`src/rtl/rv32_opcodes_pkg.sv`:
```
// Shared encodings for the rv32 decode stage.
//   - major opcodes (instr[6:0]) and funct3 constants
//   - ALU operation and branch type enums seen by the execute stage
//   - ALU src2 and memory width codes
//   - decode_t: the bundle of control/immediate fields captured per instruction
package rv32_opcodes;

    localparam logic [6:0] OPC_LOAD     = 7'b0000011;
    localparam logic [6:0] OPC_MISC_MEM = 7'b0001111;
    localparam logic [6:0] OPC_OP_IMM   = 7'b0010011;
    localparam logic [6:0] OPC_AUIPC    = 7'b0010111;
    localparam logic [6:0] OPC_STORE    = 7'b0100011;
    localparam logic [6:0] OPC_OP       = 7'b0110011;
    localparam logic [6:0] OPC_LUI      = 7'b0110111;
    localparam logic [6:0] OPC_BRANCH   = 7'b1100011;
    localparam logic [6:0] OPC_JALR     = 7'b1100111;
    localparam logic [6:0] OPC_JAL      = 7'b1101111;
    localparam logic [6:0] OPC_SYSTEM   = 7'b1110011;

    // Branch funct3
    localparam logic [2:0] F3_BEQ  = 3'b000;
    localparam logic [2:0] F3_BNE  = 3'b001;
    localparam logic [2:0] F3_BLT  = 3'b100;
    localparam logic [2:0] F3_BGE  = 3'b101;
    localparam logic [2:0] F3_BLTU = 3'b110;
    localparam logic [2:0] F3_BGEU = 3'b111;

    // Load/store funct3
    localparam logic [2:0] F3_LB  = 3'b000;
    localparam logic [2:0] F3_LH  = 3'b001;
    localparam logic [2:0] F3_LW  = 3'b010;
    localparam logic [2:0] F3_LBU = 3'b100;
    localparam logic [2:0] F3_LHU = 3'b101;

    // OP / OP-IMM funct3
    localparam logic [2:0] F3_ADD  = 3'b000;
    localparam logic [2:0] F3_SLL  = 3'b001;
    localparam logic [2:0] F3_SLT  = 3'b010;
    localparam logic [2:0] F3_SLTU = 3'b011;
    localparam logic [2:0] F3_XOR  = 3'b100;
    localparam logic [2:0] F3_SR   = 3'b101;
    localparam logic [2:0] F3_OR   = 3'b110;
    localparam logic [2:0] F3_AND  = 3'b111;

    typedef enum logic [3:0] {
        ALU_ADD  = 4'd0,
        ALU_SUB  = 4'd1,
        ALU_SLL  = 4'd2,
        ALU_SLT  = 4'd3,
        ALU_SLTU = 4'd4,
        ALU_XOR  = 4'd5,
        ALU_SRL  = 4'd6,
        ALU_SRA  = 4'd7,
        ALU_OR   = 4'd8,
        ALU_AND  = 4'd9,
        ALU_SRC2 = 4'd10
    } alu_op_t;

    typedef enum logic [3:0] {
        BR_NEVER = 4'd0,
        BR_EQ    = 4'd1,
        BR_NE    = 4'd2,
        BR_LT    = 4'd3,
        BR_GE    = 4'd4,
        BR_LTU   = 4'd5,
        BR_GEU   = 4'd6,
        BR_JAL   = 4'd7,
        BR_JALR  = 4'd8
    } branch_op_t;

    localparam logic [1:0] SRC2_RS2  = 2'd0;
    localparam logic [1:0] SRC2_IMM  = 2'd1;
    localparam logic [1:0] SRC2_FOUR = 2'd2;

    localparam logic [1:0] MEM_BYTE = 2'd0;
    localparam logic [1:0] MEM_HALF = 2'd1;
    localparam logic [1:0] MEM_WORD = 2'd2;

    typedef struct packed {
        alu_op_t    alu_op;
        logic       alu_src1_pc;
        logic [1:0] alu_src2;
        branch_op_t branch_op;
        logic       mem_read;
        logic       mem_write;
        logic [1:0] mem_width;
        logic       mem_zero_extend;
        logic       rd_write;
        logic       illegal;
        logic [31:0] imm;
    } decode_t;

    localparam decode_t DECODE_RESET = '{
        alu_op:          ALU_ADD,
        alu_src1_pc:     1'b0,
        alu_src2:        SRC2_RS2,
        branch_op:       BR_NEVER,
        mem_read:        1'b0,
        mem_write:       1'b0,
        mem_width:       MEM_BYTE,
        mem_zero_extend: 1'b0,
        rd_write:        1'b0,
        illegal:         1'b0,
        imm:             32'h0000_0000
    };

endpackage

```
`src/rtl/rv32_decode_regs.sv`:
```
// 32x32 integer register file, two combinational read ports, one write port.
//   clk                      write clock
//   rs1_i/rs2_i              read indices
//   rs1_data_o/rs2_data_o    read data (x0 reads zero)
//   wr_en_i/wr_addr_i/wr_data_i  writeback port; writes to x0 are dropped
// A write in the same cycle as a read of the same register is forwarded so
// the decode stage captures the value being written rather than the stale one.
module rv32_regs (
    input  logic        clk,
    input  logic [4:0]  rs1_i,
    input  logic [4:0]  rs2_i,
    output logic [31:0] rs1_data_o,
    output logic [31:0] rs2_data_o,
    input  logic        wr_en_i,
    input  logic [4:0]  wr_addr_i,
    input  logic [31:0] wr_data_i
);

    logic [31:0] regs_q [32];
    logic        wr_live;

    assign wr_live = wr_en_i && (wr_addr_i != 5'd0);

    always_ff @(posedge clk) begin
        if (wr_live) begin
            regs_q[wr_addr_i] <= wr_data_i;
        end
    end

    always_comb begin
        rs1_data_o = regs_q[rs1_i];
        if (rs1_i == 5'd0) begin
            rs1_data_o = '0;
        end else if (wr_live && wr_addr_i == rs1_i) begin
            rs1_data_o = wr_data_i;
        end
    end

    always_comb begin
        rs2_data_o = regs_q[rs2_i];
        if (rs2_i == 5'd0) begin
            rs2_data_o = '0;
        end else if (wr_live && wr_addr_i == rs2_i) begin
            rs2_data_o = wr_data_i;
        end
    end

endmodule

```
`src/rtl/rv32_decode.sv`:
```
// rv32 decode stage: decodes instr_in, reads operands from the register file
// and registers everything for execute one cycle later.
//   clk, reset                   clock / async active-high reset
//   stall_in, flush_in           hazard control: stall holds, flush bubbles
//   pc_in, instr_in, branch_predicted_taken_in   from fetch
//   rd_write_in, rd_in, rd_value_in              writeback port
//   rs1_unreg_out, rs2_unreg_out                 raw source indices to hazard unit
//   remaining *_out                              registered decode results
module rv32_decode
    import rv32_opcodes::*;
#(
    parameter logic [31:0] RESET_PC = 32'h0000_0000
) (
    input  logic        clk,
    input  logic        reset,
    input  logic        stall_in,
    input  logic        flush_in,
    input  logic        branch_predicted_taken_in,
    input  logic [31:0] pc_in,
    input  logic [31:0] instr_in,
    input  logic        rd_write_in,
    input  logic [4:0]  rd_in,
    input  logic [31:0] rd_value_in,
    output logic [4:0]  rs1_unreg_out,
    output logic [4:0]  rs2_unreg_out,
    output logic [31:0] pc_out,
    output logic        branch_predicted_taken_out,
    output logic [4:0]  rs1_out,
    output logic [4:0]  rs2_out,
    output logic [4:0]  rd_out,
    output logic [31:0] rs1_value_out,
    output logic [31:0] rs2_value_out,
    output logic [31:0] imm_value_out,
    output logic        rd_write_out,
    output logic [3:0]  alu_op_out,
    output logic        alu_src1_pc_out,
    output logic [1:0]  alu_src2_out,
    output logic [3:0]  branch_op_out,
    output logic        mem_read_out,
    output logic        mem_write_out,
    output logic [1:0]  mem_width_out,
    output logic        mem_zero_extend_out,
    output logic        illegal_out
);

    logic [6:0]  opcode;
    logic [2:0]  funct3;
    logic        funct7_5;
    logic [4:0]  rs1, rs2, rd;
    logic [31:0] imm_i, imm_s, imm_b, imm_u, imm_j;
    logic [31:0] rs1_val, rs2_val;

    decode_t     dec;
    decode_t     ctrl_d, ctrl_q;
    logic [31:0] pc_d, pc_q;
    logic        pred_d, pred_q;
    logic [4:0]  rs1_d, rs1_q, rs2_d, rs2_q, rd_d, rd_q;
    logic [31:0] rs1_val_d, rs1_val_q, rs2_val_d, rs2_val_q;

    assign opcode   = instr_in[6:0];
    assign funct3   = instr_in[14:12];
    assign funct7_5 = instr_in[30];
    assign rs1      = instr_in[19:15];
    assign rs2      = instr_in[24:20];
    assign rd       = instr_in[11:7];

    assign rs1_unreg_out = rs1;
    assign rs2_unreg_out = rs2;

    assign imm_i = {{20{instr_in[31]}}, instr_in[31:20]};
    assign imm_s = {{20{instr_in[31]}}, instr_in[31:25], instr_in[11:7]};
    assign imm_b = {{19{instr_in[31]}}, instr_in[31], instr_in[7],
                    instr_in[30:25], instr_in[11:8], 1'b0};
    assign imm_u = {instr_in[31:12], 12'h000};
    assign imm_j = {{11{instr_in[31]}}, instr_in[31], instr_in[19:12],
                    instr_in[20], instr_in[30:21], 1'b0};

    rv32_regs u_regs (
        .clk        (clk),
        .rs1_i      (rs1),
        .rs2_i      (rs2),
        .rs1_data_o (rs1_val),
        .rs2_data_o (rs2_val),
        .wr_en_i    (rd_write_in),
        .wr_addr_i  (rd_in),
        .wr_data_i  (rd_value_in)
    );

    always_comb begin
        dec = DECODE_RESET;
        case (opcode)
            OPC_LUI: begin
                dec.alu_op   = ALU_SRC2;
                dec.alu_src2 = SRC2_IMM;
                dec.imm      = imm_u;
                dec.rd_write = 1'b1;
            end
            OPC_AUIPC: begin
                dec.alu_src1_pc = 1'b1;
                dec.alu_src2    = SRC2_IMM;
                dec.imm         = imm_u;
                dec.rd_write    = 1'b1;
            end
            OPC_JAL: begin
                dec.alu_src1_pc = 1'b1;
                dec.alu_src2    = SRC2_FOUR;
                dec.branch_op   = BR_JAL;
                dec.imm         = imm_j;
                dec.rd_write    = 1'b1;
            end
            OPC_JALR: begin
                dec.alu_src1_pc = 1'b1;
                dec.alu_src2    = SRC2_FOUR;
                dec.branch_op   = BR_JALR;
                dec.imm         = imm_i;
                dec.rd_write    = 1'b1;
            end
            OPC_BRANCH: begin
                dec.alu_op = ALU_SUB;
                dec.imm    = imm_b;
                case (funct3)
                    F3_BEQ:  dec.branch_op = BR_EQ;
                    F3_BNE:  dec.branch_op = BR_NE;
                    F3_BLT:  dec.branch_op = BR_LT;
                    F3_BGE:  dec.branch_op = BR_GE;
                    F3_BLTU: dec.branch_op = BR_LTU;
                    F3_BGEU: dec.branch_op = BR_GEU;
                    default: dec.illegal   = 1'b1;
                endcase
            end
            OPC_LOAD: begin
                dec.alu_src2 = SRC2_IMM;
                dec.imm      = imm_i;
                dec.mem_read = 1'b1;
                dec.rd_write = 1'b1;
                case (funct3)
                    F3_LB:  dec.mem_width = MEM_BYTE;
                    F3_LH:  dec.mem_width = MEM_HALF;
                    F3_LW:  dec.mem_width = MEM_WORD;
                    F3_LBU: begin
                        dec.mem_width       = MEM_BYTE;
                        dec.mem_zero_extend = 1'b1;
                    end
                    F3_LHU: begin
                        dec.mem_width       = MEM_HALF;
                        dec.mem_zero_extend = 1'b1;
                    end
                    default: dec.illegal = 1'b1;
                endcase
            end
            OPC_STORE: begin
                dec.alu_src2  = SRC2_IMM;
                dec.imm       = imm_s;
                dec.mem_write = 1'b1;
                // SB/SH/SW funct3 values coincide with the width codes
                dec.mem_width = funct3[1:0];
                if (funct3 > F3_LW) begin
                    dec.illegal = 1'b1;
                end
            end
            OPC_OP_IMM, OPC_OP: begin
                dec.rd_write = 1'b1;
                if (opcode == OPC_OP_IMM) begin
                    dec.alu_src2 = SRC2_IMM;
                    dec.imm      = imm_i;
                end
                case (funct3)
                    // bit 30 is immediate data for ADDI, so SUB only exists in OP
                    F3_ADD:  dec.alu_op = (opcode == OPC_OP && funct7_5) ? ALU_SUB : ALU_ADD;
                    F3_SLL:  dec.alu_op = ALU_SLL;
                    F3_SLT:  dec.alu_op = ALU_SLT;
                    F3_SLTU: dec.alu_op = ALU_SLTU;
                    F3_XOR:  dec.alu_op = ALU_XOR;
                    F3_SR:   dec.alu_op = funct7_5 ? ALU_SRA : ALU_SRL;
                    F3_OR:   dec.alu_op = ALU_OR;
                    default: dec.alu_op = ALU_AND;
                endcase
            end
            OPC_MISC_MEM: begin
                // FENCE: nothing to order in this core, executes as a NOP
            end
            default: begin
                // includes OPC_SYSTEM, which this core does not implement
                dec.illegal = 1'b1;
            end
        endcase

        if (instr_in[1:0] != 2'b11) begin
            dec.illegal = 1'b1;
        end
        if (dec.illegal) begin
            dec.rd_write  = 1'b0;
            dec.mem_read  = 1'b0;
            dec.mem_write = 1'b0;
            dec.branch_op = BR_NEVER;
        end
        if (rd == 5'd0) begin
            dec.rd_write = 1'b0;
        end
    end

    always_comb begin
        ctrl_d    = ctrl_q;
        pc_d      = pc_q;
        pred_d    = pred_q;
        rs1_d     = rs1_q;
        rs2_d     = rs2_q;
        rd_d      = rd_q;
        rs1_val_d = rs1_val_q;
        rs2_val_d = rs2_val_q;
        if (!stall_in) begin
            ctrl_d    = dec;
            pc_d      = pc_in;
            pred_d    = branch_predicted_taken_in;
            rs1_d     = rs1;
            rs2_d     = rs2;
            rd_d      = rd;
            rs1_val_d = rs1_val;
            rs2_val_d = rs2_val;
            if (flush_in) begin
                ctrl_d.rd_write  = 1'b0;
                ctrl_d.mem_read  = 1'b0;
                ctrl_d.mem_write = 1'b0;
                ctrl_d.branch_op = BR_NEVER;
                ctrl_d.illegal   = 1'b0;
                pred_d           = 1'b0;
            end
        end
    end

    always_ff @(posedge clk or posedge reset) begin
        if (reset) begin
            ctrl_q    <= DECODE_RESET;
            pc_q      <= RESET_PC;
            pred_q    <= 1'b0;
            rs1_q     <= '0;
            rs2_q     <= '0;
            rd_q      <= '0;
            rs1_val_q <= '0;
            rs2_val_q <= '0;
        end else begin
            ctrl_q    <= ctrl_d;
            pc_q      <= pc_d;
            pred_q    <= pred_d;
            rs1_q     <= rs1_d;
            rs2_q     <= rs2_d;
            rd_q      <= rd_d;
            rs1_val_q <= rs1_val_d;
            rs2_val_q <= rs2_val_d;
        end
    end

    assign pc_out                     = pc_q;
    assign branch_predicted_taken_out = pred_q;
    assign rs1_out                    = rs1_q;
    assign rs2_out                    = rs2_q;
    assign rd_out                     = rd_q;
    assign rs1_value_out              = rs1_val_q;
    assign rs2_value_out              = rs2_val_q;
    assign imm_value_out              = ctrl_q.imm;
    assign rd_write_out               = ctrl_q.rd_write;
    assign alu_op_out                 = ctrl_q.alu_op;
    assign alu_src1_pc_out            = ctrl_q.alu_src1_pc;
    assign alu_src2_out               = ctrl_q.alu_src2;
    assign branch_op_out              = ctrl_q.branch_op;
    assign mem_read_out               = ctrl_q.mem_read;
    assign mem_write_out              = ctrl_q.mem_write;
    assign mem_width_out              = ctrl_q.mem_width;
    assign mem_zero_extend_out        = ctrl_q.mem_zero_extend;
    assign illegal_out                = ctrl_q.illegal;

endmodule
```
`config.mk`:
```
export PLATFORM = sky130hd
export DESIGN_NAME = rv32_decode
export DESIGN_NICKNAME = d
export VERILOG_FILES = /design/src/rtl/rv32_opcodes_pkg.sv /design/src/rtl/rv32_decode_regs.sv /design/src/rtl/rv32_decode.sv
export SDC_FILE = /design/constraint.sdc
export NUM_CORES = 1
export LEC_CHECK = 0
export CORE_ASPECT_RATIO = 1.2
export CORE_MARGIN = 1.5
export CORE_UTILIZATION = 45
export DETAILED_ROUTE_END_ITERATION = 7
export MAX_ROUTING_LAYER = met4
export PLACE_DENSITY_LB_ADDON = 0.15
export REMOVE_ABC_BUFFERS = 1
export SETUP_SLACK_MARGIN = 0.4
export SKIP_CTS_REPAIR_TIMING = 1
export SYNTH_ARGS = -nofsm -noshare
export SYNTH_HDL_FRONTEND = slang
export SYNTH_SLANG_ARGS = --single-unit
```
`constraint.sdc`:
```
create_clock -name clk -period 15.8 [get_ports clk]
set_clock_uncertainty 0.1 [all_clocks]
set_input_delay 2.37 -clock clk [delete_from_list [all_inputs] [get_ports clk]]
set_output_delay 2.37 -clock clk [all_outputs]
set_load 0.02 [all_outputs]
```
# Yosys cells after proc, flatten, opt, wreduce, memory -nomap -nowiden
# Memories as Yosys holds them, arrays and structs flattened.
# Index checks and enable logic that the tools add are counted.
# W data, S select, Z words.
[word_totals]
output_inout_bits = 172
register_bits = 162
latchBits = 0
elab_cells = 96
romBits = 0
mem_count = 1
ram_bits = 1024
[memory_table]
columns = ["name", "words", "width", "read_ports", "rd_ports_with_merged_regs", "wr", "line", "text"]
rows = [
  ["u_regs.regs_q", 32, 32, 2, 0, 1, "rv32_decode_regs.sv:19", "logic [31:0] regs_q [32];"],
]
[classes]
n_eq_ne = 20
muxes = 35
n_mul = 0
add_sub_neg = 0
div_mod_pow = 0
n_reduce_logical = 21
bitwise = 0
shift = 0
order_cmp = 1
[op_table]
columns = ["cell", "n"]
rows = [
  ["$pmux W32 S6", 1],
  ["$mux W32", 5],
  ["$pmux W4 S7", 1],
  ["$pmux W4 S3", 2],
  ["$eq A7 B6 Y1 const B", 3],
  ["$eq A7 B7 Y1 const B", 3],
  ["$mux W1", 18],
  ["$pmux W3 S6", 1],
  ["$logic_not A5 Y1", 3],
  ["$eq A7 B5 Y1 const B", 2],
  ["$reduce_or A7 Y1", 2],
  ["$eq A3 B3 Y1 const B", 4],
  ["$mux W6", 2],
  ["$reduce_or A2 Y1", 6],
  ["$eq A5 B5 Y1", 2],
  ["$pmux W2 S2", 2],
  ["$eq A7 B2 Y1 const B", 1],
  ["$eq A7 B4 Y1 const B", 1],
  ["$eq A3 B2 Y1 const B", 2],
  ["$pmux W2 S3", 1],
  ["$reduce_or A6 Y1", 1],
  ["$reduce_bool A5 Y1", 1],
  ["$reduce_or A5 Y1", 1],
  ["$logic_and A1 B1 Y1", 4],
  ["other kinds (8)", 8],
]

# Logic depth before layout (Yosys ltp)
# Gate-level depths: netlist (run 1).
[depth]
word_depth = 8
ltp_mapped = 10
ltp_nobuf = 5

# Cells and area by module
# From an unflattened synthesis (run 1), not the netlist that was laid out.
[hier_totals]
hier_cells = 3117
hier_area_um2 = 54990.2
[by_module_without_submodules]
columns = ["module", "cells_each", "area_per_inst_um2", "seq_area_each_um2", "n_inst"]
rows = [
  ["rv32_regs", 2598, 48067.4, 30749.5, 1],
  ["rv32_decode", 519, 6922.9, 4053.9, 1],
]

# Least setup slack after synthesis (run 1)
# OpenSTA, ideal clock, no wires.
[synth_path]
path_kind = "input port to flip-flop"
start = "input rd_in[3]"
end = "memory u_regs.regs_q[12][0], enable pin"
stages = 6
required_time_ns = 15.279
setup_slack_ns = 10.656
path_buffers = 2
setup_time_ns = 0.421
arrival_time_ns = 4.623
cell_sequence = "buf_2 or3_4 o31ai_4 or3_1 clkbuf_1 nor2_1"
[synth_between]
elab_chain_len = 4
[synth_rtl]
columns = ["element", "line", "text"]
rows = [
  ["start: declaration", "rv32_decode.sv:22", "input logic [4:0] rd_in,"],
  ["$reduce_bool A5 Y1", "rv32_decode_regs.sv:22", "assign wr_live = wr_en_i && (wr_addr_i != 5'd0);"],
  ["$logic_and A1 B1 Y1", "rv32_decode_regs.sv:22", ""],
  ["$mux W1", "rv32_decode_regs.sv:25", "if (wr_live) begin"],
  ["$mux W1 (not written as such)", "rv32_decode_regs.sv:26", "regs_q[wr_addr_i] <= wr_data_i;"],
  ["end: declaration", "rv32_decode_regs.sv:19", ""],
]
# Several ways; a longest one is shown, not always the timed one.

# Worst setup path in the final report (run 1)
[layout_path]
start = "input instr_in[15]"
end = "register rs1_val_q[24], in the netlist rs1_value_out[24]"
[layout_between]
elab_chain_len = 4
word_cells_on_any_way = 6
cone_classes = "1 x eq/ne; 2 x mux; 2 x reduce/logical; 1 x memory"
[layout_rtl]
columns = ["element", "line", "text"]
rows = [
  ["start: declaration", "rv32_decode.sv:20", "input logic [31:0] instr_in,"],
  ["branches (longest 3 deep; another with $mem_v2 Z32 W32)", "-", ""],
  ["$mux W32 *", "rv32_decode_regs.sv:32", "if (rs1_i == 5'd0) begin"],
  ["end signal: assignment", "rv32_decode.sv:248", "rs1_val_q <= rs1_val_d;"],
  ["end: declaration", "rv32_decode.sv:58", "logic [31:0] rs1_val_d, rs1_val_q, rs2_val_d, rs2_val_q;"],
]
# Mark *: on every way between the ends.
# A chain may end at the register's enable or synchronous reset.

==> impl_results.md, run 1 <==
* Synth-to-layout area growth at 16.2%
* First-pass GRT wire length at 248 mm
* Clock sinks at 1186
* Int Pwr at 0.00557 W
* RSZ-0062 raised after global routing: false
* Min Hold Slack at 0.380 ns
* Slowest cell on the critical path: buf_4
* Root Driver: clkbuf_16
* Top cells by area, synth: edfxtp_1 (57%), mux4_2 (16%), dfrtp_1 (7.5%)
* CP Launch Type: input port
* Most frequent cell after synthesis: edfxtp_1
* M1 GR Usage at 37.9%
* Final Cell Area at 62500 um^2
* Period Utilization, post-route at 41.6%
* Largest net degree at the start of global routing at 102
* Leak at 20.8 nW
* # IOs at 279
* Routed WL at 175 mm
* Grt peak-use layer: met2
* Main synth FF type: edfxtp_1
* Worst-Margin Slew at 1.27 ns
* PD cells at 116 nW/um^2
* H-tree levels at 3
* Nature of the critical path endpoint: flip-flop
* DR pass1 iterations at 5
* Detail Placement HPWL at 94.3 mm
* Share of async-settable or async-resettable flops after synthesis at 13.7%
* Routed len/inst at 35.9 um
* Starting density of the core at 45.5%
* EDFF count, synth at 1024
* Yosys warning count at 0
* Net switching power at 0.00170 W
* Final ANT Viol Nets at 0
* Grt met3 use at 5.38%
* Chip width at 319 um
* Die Height at 382 um
* Final Setup Violations at 0
* PortBufs at 278
* Max incr delay on CP at 0.86 ns
* Overall Global Routing Usage at 29.4%
* Fin util at 52.8%
* TritonCTS clock tree: built
* Hold Crit Class: reg2reg
* CP required at 16.32 ns
* Die area at 122000 um^2
* NumNets Final at 3332
* GPL Wtd Cong at 0.838
* Normalized max-slew margin at 15.2%
* Status: complete, no violations
* Via count at 33300
* Area post-placement at 58300 um^2
* Clock latency on the worst-skew pair at 0.74 ns
* 1st-iter DRT viols at 4049
* FP Rows at 138
* Worst Path Arrival at 7.10 ns
* Num CTS Buffers at 117
* Distinct cell type count after synthesis at 55
* Critical path, cell by cell: buf_8 -> buf_4 -> buf_4 -> buf_4 -> mux4_2 -> nor2b_1 -> a2111oi_0 -> nor4_1 -> a221o_1
* Max_cap viols at 0
* Sequential area share after synthesis at 64.7%
* Yosys reg bits at 1186
* Setup TNS at 0 ns
* Seq pwr share at 48.7%
* Post-Syn Area at 53800 um^2
* Max Slew Vio Count at 0
* Worst setup path category: in2reg
* DR vias/cell at 6.83
* Clock Path Buffers at 3
* Maximum vdd drop at 0.0000862 V
* DRC violations left at 0
* Met2 Use GR at 47.1%
* Vias in the first global route at 34000
* Fmax at 0.152 GHz
* Final Hold Fails at 0
* Post-synth top cells: edfxtp_1 (1024), mux4_2 (384), mux2i_1 (258), dfrtp_1 (162), clkbuf_1 (147)
* Cell taking the most area after synthesis: edfxtp_1
* Clock power frac at 41.5%
* Core area at 118000 um^2
* Post-layout min period at 6.58 ns
* Net Sw Frac at 23.3%
* Worst-path fanout max at 71
* Tot Pwr at 0.00726 W
* Mapped Cells at 2982
* Initial antenna violation count at 2
* CTS clk-pin slew, worst paths at 0.06 ns
* Syn Area/Cell at 18.0 um^2
* Synth top area share at 57.1%
* CP most frequent cell: buf_4
* GRT overflow at 0
* Combinational power share at 9.9%
* Layout cells sized above 1 at 25.0%
[flip-flops by register name, indices dropped and copies added, names as in the netlist, 2 cells and up]
register,flops
branch_op_out,4
rs1_out,5
alu_src2_out,2
alu_op_out,4
pc_out,32
rs2_out,5
u_regs.regs_q,1024
rd_out,5
rs2_value_out,32
imm_value_out,32
mem_width_out,2
rs1_value_out,32
[final timing paths]
kind                       slack, ns                       endpoint  cells past startpoint                           start
max in group asynchronous      11.90  rs1_value_out[21]$_DFFE_PP0N_                      3                           reset
max reg2reg                    13.47   rs2_value_out[5]$_DFFE_PP0N_                      5  u_regs.regs_q[15][5]$_DFFE_PP_
min reg2reg                     0.38   mem_width_out[0]$_DFFE_PP0N_                      2    mem_width_out[0]$_DFFE_PP0N_
min                             0.38   mem_width_out[0]$_DFFE_PP0N_                      2    mem_width_out[0]$_DFFE_PP0N_
max                             9.22  rs1_value_out[24]$_DFFE_PP0N_                      9                    instr_in[15]
min in group asynchronous       2.12         pc_out[28]$_DFFE_PP0N_                      2                           reset
[cell usage in the layout, fill, tap and decap left out, drive strengths merged, types with 43 or more instances in the layout]
cell and n:
nand2 96, a21oi 62, a211oi 43, edfxtp 1024, clkbuf 145, mux4 384
a22oi 57, a221oi 65, a221o 65, clkinv 48, buf 90, dfrtp 162
mux2 111, mux2i 258, nor2 49, clkdlybuf4s50 267, o22ai 65, o221ai 64
[per-stage QoR]
step,worst slack (ns),instances
after global routing,8.80,4870
after CTS,9.19,4868
after detailed placement,8.38,4646
after floorplan,8.95,2749
final,9.22,4870
after global placement,8.27,4646
[routing by layer]
metal	wire [um]	vias up	share of wire, %
li1	-	13200	-
met1	67500	17700	39
met2	85000	2022	49
met3	16200	350	9.3
met4	6080	0	3.5
met5	0	-	0
[power by group through the flow]
stage	logic (W)	registers [W]	clock network, W
floorplan	0.000283	0.00362	0
global placement	0.000706	0.00359	0
detailed placement	0.000715	0.00360	0
CTS	0.000717	0.00353	0.00305
global route	0.000752	0.00354	0.00317
finish	0.000716	0.00353	0.00301
[layout make-up]
| cell class | count | area, um^2 |
|---|---|---|
| clock buffers | 145 | 3210 |
| well taps | 1540 | 1930 |
| fillers | 9275 | 55800 |
| repair buffers | 357 | 3400 |
| inverters | 9 | 41.3 |
| multi-input cells | 1554 | 18200 |
| flip-flops and latches | 1186 | 34800 |
| clock inverters | 77 | 955 |
| diodes | 2 | 5.00 |
[cells by family after synthesis]
kind of cell | count (synthesis) | share of synthesized area (%)
AO/OA/AOI/OAI | 528 | 7.57
XOR/XNOR | 10 | 0.163
buffers and inverters | 273 | 2.37
flip-flops | 1186 | 64.7
multiplexers | 753 | 23.2
other | 1 | 0.00697
AND/OR/NAND/NOR | 231 | 2.01
[worst max-delay path: cells and delay by family]
family | cells | cell delay, ns
buffers and inverters | 4 | 2.87
AOI/OAI and AO/OA | 2 | 0.80
muxes | 1 | 0.58
and+or+nand+nor | 2 | 0.27
Note: power is estimated with default switching activity, not from simulation.
==> inputs of run 2 (changes only) <==
==> constraint.sdc (replaced) <==
create_clock -name clk -period 6.9 [get_ports clk]
set_clock_uncertainty 0.1 [all_clocks]
set_input_delay 1.035 -clock clk [delete_from_list [all_inputs] [get_ports clk]]
set_output_delay 1.035 -clock clk [all_outputs]
set_load 0.02 [all_outputs]
==> impl_results.md, run 2 (synthesis gave the netlist of run 1 again) <==
* Largest register by flop count: u_regs.regs_q (unchanged)
* Status: complete, no violations (unchanged)
* Hold Crit Class: reg2reg (unchanged)
* Worst-Margin Slew at 1.36 ns (was 1.27 ns)
* R2R cell count at 5 (unchanged)
* Detail Placement HPWL at 100 mm (was 94.3 mm)
* Layout cells sized above 1 at 24.8% (was 25.0%)
* H-tree levels at 3 (unchanged)
* DRC violations left at 0 (unchanged)
* Overall Global Routing Usage at 28.8% (was 29.4%)
* Final Hold Fails at 0 (unchanged)
* Root Driver: clkbuf_16 (unchanged)
* Area post-placement at 58500 um^2 (was 58300 um^2)
* Post-layout min period at 4.05 ns
* Slowest cell on the critical path: clkdlybuf4s50_1 (was buf_4)
* Crit path buffers/inverters at 3 (was 4)
* Critical R2R Capture: rs2_value_out[5]$_DFFE_PP0N_ (unchanged)
* Die area at 122000 um^2 (unchanged)
* Critical path, cell by cell: buf_6 -> buf_4 -> clkdlybuf4s50_1 (was buf_8 -> buf_4 -> buf_4 -> buf_4 -> mux4_2 -> nor2b_1 -> a2111oi_0 -> nor4_1 -> a221o_1)
* Reg-to-Reg Start: u_regs.regs_q[15][5]$_DFFE_PP_ (unchanged)
* Max incr delay on CP at 0.73 ns (was 0.86 ns)
* Normalized max-slew margin at 8.74% (was 15.2%)
* Commonest non-fill, non-tap cells in the layout: edfxtp_1 (1024), mux4_2 (384), clkdlybuf4s50_1 (267), mux2i_1 (258), dfrtp_1 (162) (unchanged)
* Maximum vdd drop at 0.000228 V (was 0.0000862 V)
* DR vias/cell at 6.80 (was 6.83)
* DR pass1 iterations at 5 (unchanged)
* CP Launch Type: input port (unchanged)
* CTS clk-pin slew, worst paths at 0.06 ns (about the same)
* CP required at 5.76 ns (was 16.32 ns)
* Clock Path Buffers at 3 (unchanged)
* Final Cell Area at 62400 um^2 (was 62500 um^2)
* Initial antenna violation count at 4 (was 2)
* Final Setup Violations at 0 (unchanged)
* Hold_sp: imm_value_out[21]$_DFFE_PP0N_ (was mem_width_out[0]$_DFFE_PP0N_)
* Max reg flops at 1024 (unchanged)
* Max Slew Vio Count at 0 (unchanged)
* Leak at 20.8 nW (about the same)
* Routed WL at 171 mm (was 175 mm)
* Worst-path fanout max at 47 (was 71)
* 1st-iter DRT viols at 3948 (was 4049)
* Max_cap viols at 0 (unchanged)
* Tot Pwr at 0.0163 W (was 0.00726 W)
* Die Height at 382 um (unchanged)
* Chip width at 319 um (unchanged)
* Delay-heaviest family, CP: buffers and inverters (unchanged)
* Via count at 33200 (was 33300)
* PortBufs at 278 (unchanged)
* Vias in the first global route at 34000 (about the same)
* Num CTS Buffers at 118 (was 117)
* Core area at 118000 um^2 (unchanged)
* R2r setup slk at 4.12 ns (was 13.47 ns)
* Placed instance count at 4661 (was 4646)
* NumNets Final at 3348 (was 3332)
* FP Rows at 138 (unchanged)
* Largest net degree at the start of global routing at 79 (was 102)
* Hold Path Sink: imm_value_out[21]$_DFFE_PP0N_ (was mem_width_out[0]$_DFFE_PP0N_)
* Setup TNS at 0 ns (unchanged)
* First-pass GRT wire length at 243 mm (was 248 mm)
* Nature of the critical path endpoint: output pin (was flip-flop)
* TritonCTS clock tree: built (unchanged)
* RSZ-0062 raised after global routing: false (unchanged)
* # IOs at 279 (unchanged)
* Final ANT Viol Nets at 0 (unchanged)
* GPL Wtd Cong at 0.853 (was 0.838)
* Fillers at 9357 (was 9275)
* Setup slack at placement at 2.19 ns (was 8.38 ns)
* Fmax at 0.247 GHz
* Routed len/inst at 35.0 um (was 35.9 um)
* Clock sinks at 1186 (unchanged)
* Worst Path Arrival at 2.91 ns (was 7.10 ns)
* Starting density of the core at 45.5% (unchanged)
* Worst setup margin at 2.85 ns (was 9.22 ns)
* Cells on Worst Hold Path at 2 (unchanged)
* Synth-to-layout area growth at 16.0% (was 16.2%)
* PD cells at 261 nW/um^2 (was 116 nW/um^2)
* GRT overflow at 0 (unchanged)
* Most common cell after layout, fill and taps aside: edfxtp_1 (unchanged)
* Clock latency on the worst-skew pair at 0.75 ns (was 0.74 ns)
* Period Utilization, post-route at 58.7%
* Worst setup path category: in2out (was in2reg)
* Final Non-Filler Cells at 4885 (was 4870)
run 2: cell types whose count changed in the layout (fill, tap and decap cells not counted), sizes merged:
cell	previous run	this run
buf	90	105
bufinv	21	12
clkbuf	145	158
clkinv	48	41
inv	9	12
run 2: where the power goes:
group | internal [W] | switching [W]
registers | 0.00798 | 0.000108
logic | 0.000703 | 0.000962
clock network | 0.00373 | 0.00280
run 2: how the worst max path moves through the flow:
stage	from	end	slack, ns	depth (start not counted)
final	instr_in[22]	rs2_unreg_out[2]	2.85	3
after global routing	instr_in[22]	rs2_unreg_out[2]	2.77	3
after CTS	instr_in[22]	rs2_unreg_out[2]	2.78	3
after detailed placement	instr_in[20]	rs2_value_out[5]$_DFFE_PP0N_	2.19	7
after global placement	instr_in[20]	rs2_value_out[5]$_DFFE_PP0N_	2.21	7
after floorplan	reset	alu_op_out[0]$_DFFE_PP0N_	1.39	1
run 2: final cells by class:
class,instances,area (um^2),area share (%)
diodes,2,5.00,0.00802
clock buffers,158,3240,5.19
clock inverters,64,646,1.03
inverters,9,41.3,0.0661
multi-input cells,1554,18200,29.1
flip-flops and latches,1186,34800,55.8
well taps,1540,1930,3.09
repair buffers,372,3600,5.77
run 2: per-layer routing:
| metal | vias up | part of all wire [%] | global-route usage (%) |
|---|---|---|---|
| met1 | 17600 | 39 | 37.8 |
| met2 | 2006 | 48 | 45.1 |
| met5 | - | 0 | - |
| met3 | 401 | 8.6 | 4.57 |
| li1 | 13200 | - | - |
| met4 | 0 | 4.0 | 11.6 |
run 2: through the flow:
stage	hold WS (ns)	utilization [%]
2_1_floorplan	0.479	-
3_3_place_gp	0.368	49.5
3_5_place_dp	0.374	49.5
4_1_cts	0.388	52.8
6_report	0.387	52.8
5_1_grt	0.411	52.8
run 2: worst min-delay path, cell delays in order (launching register included):
cell     delay, ns
dfrtp_1       0.34
nand2_1       0.05
o21ai_0       0.06
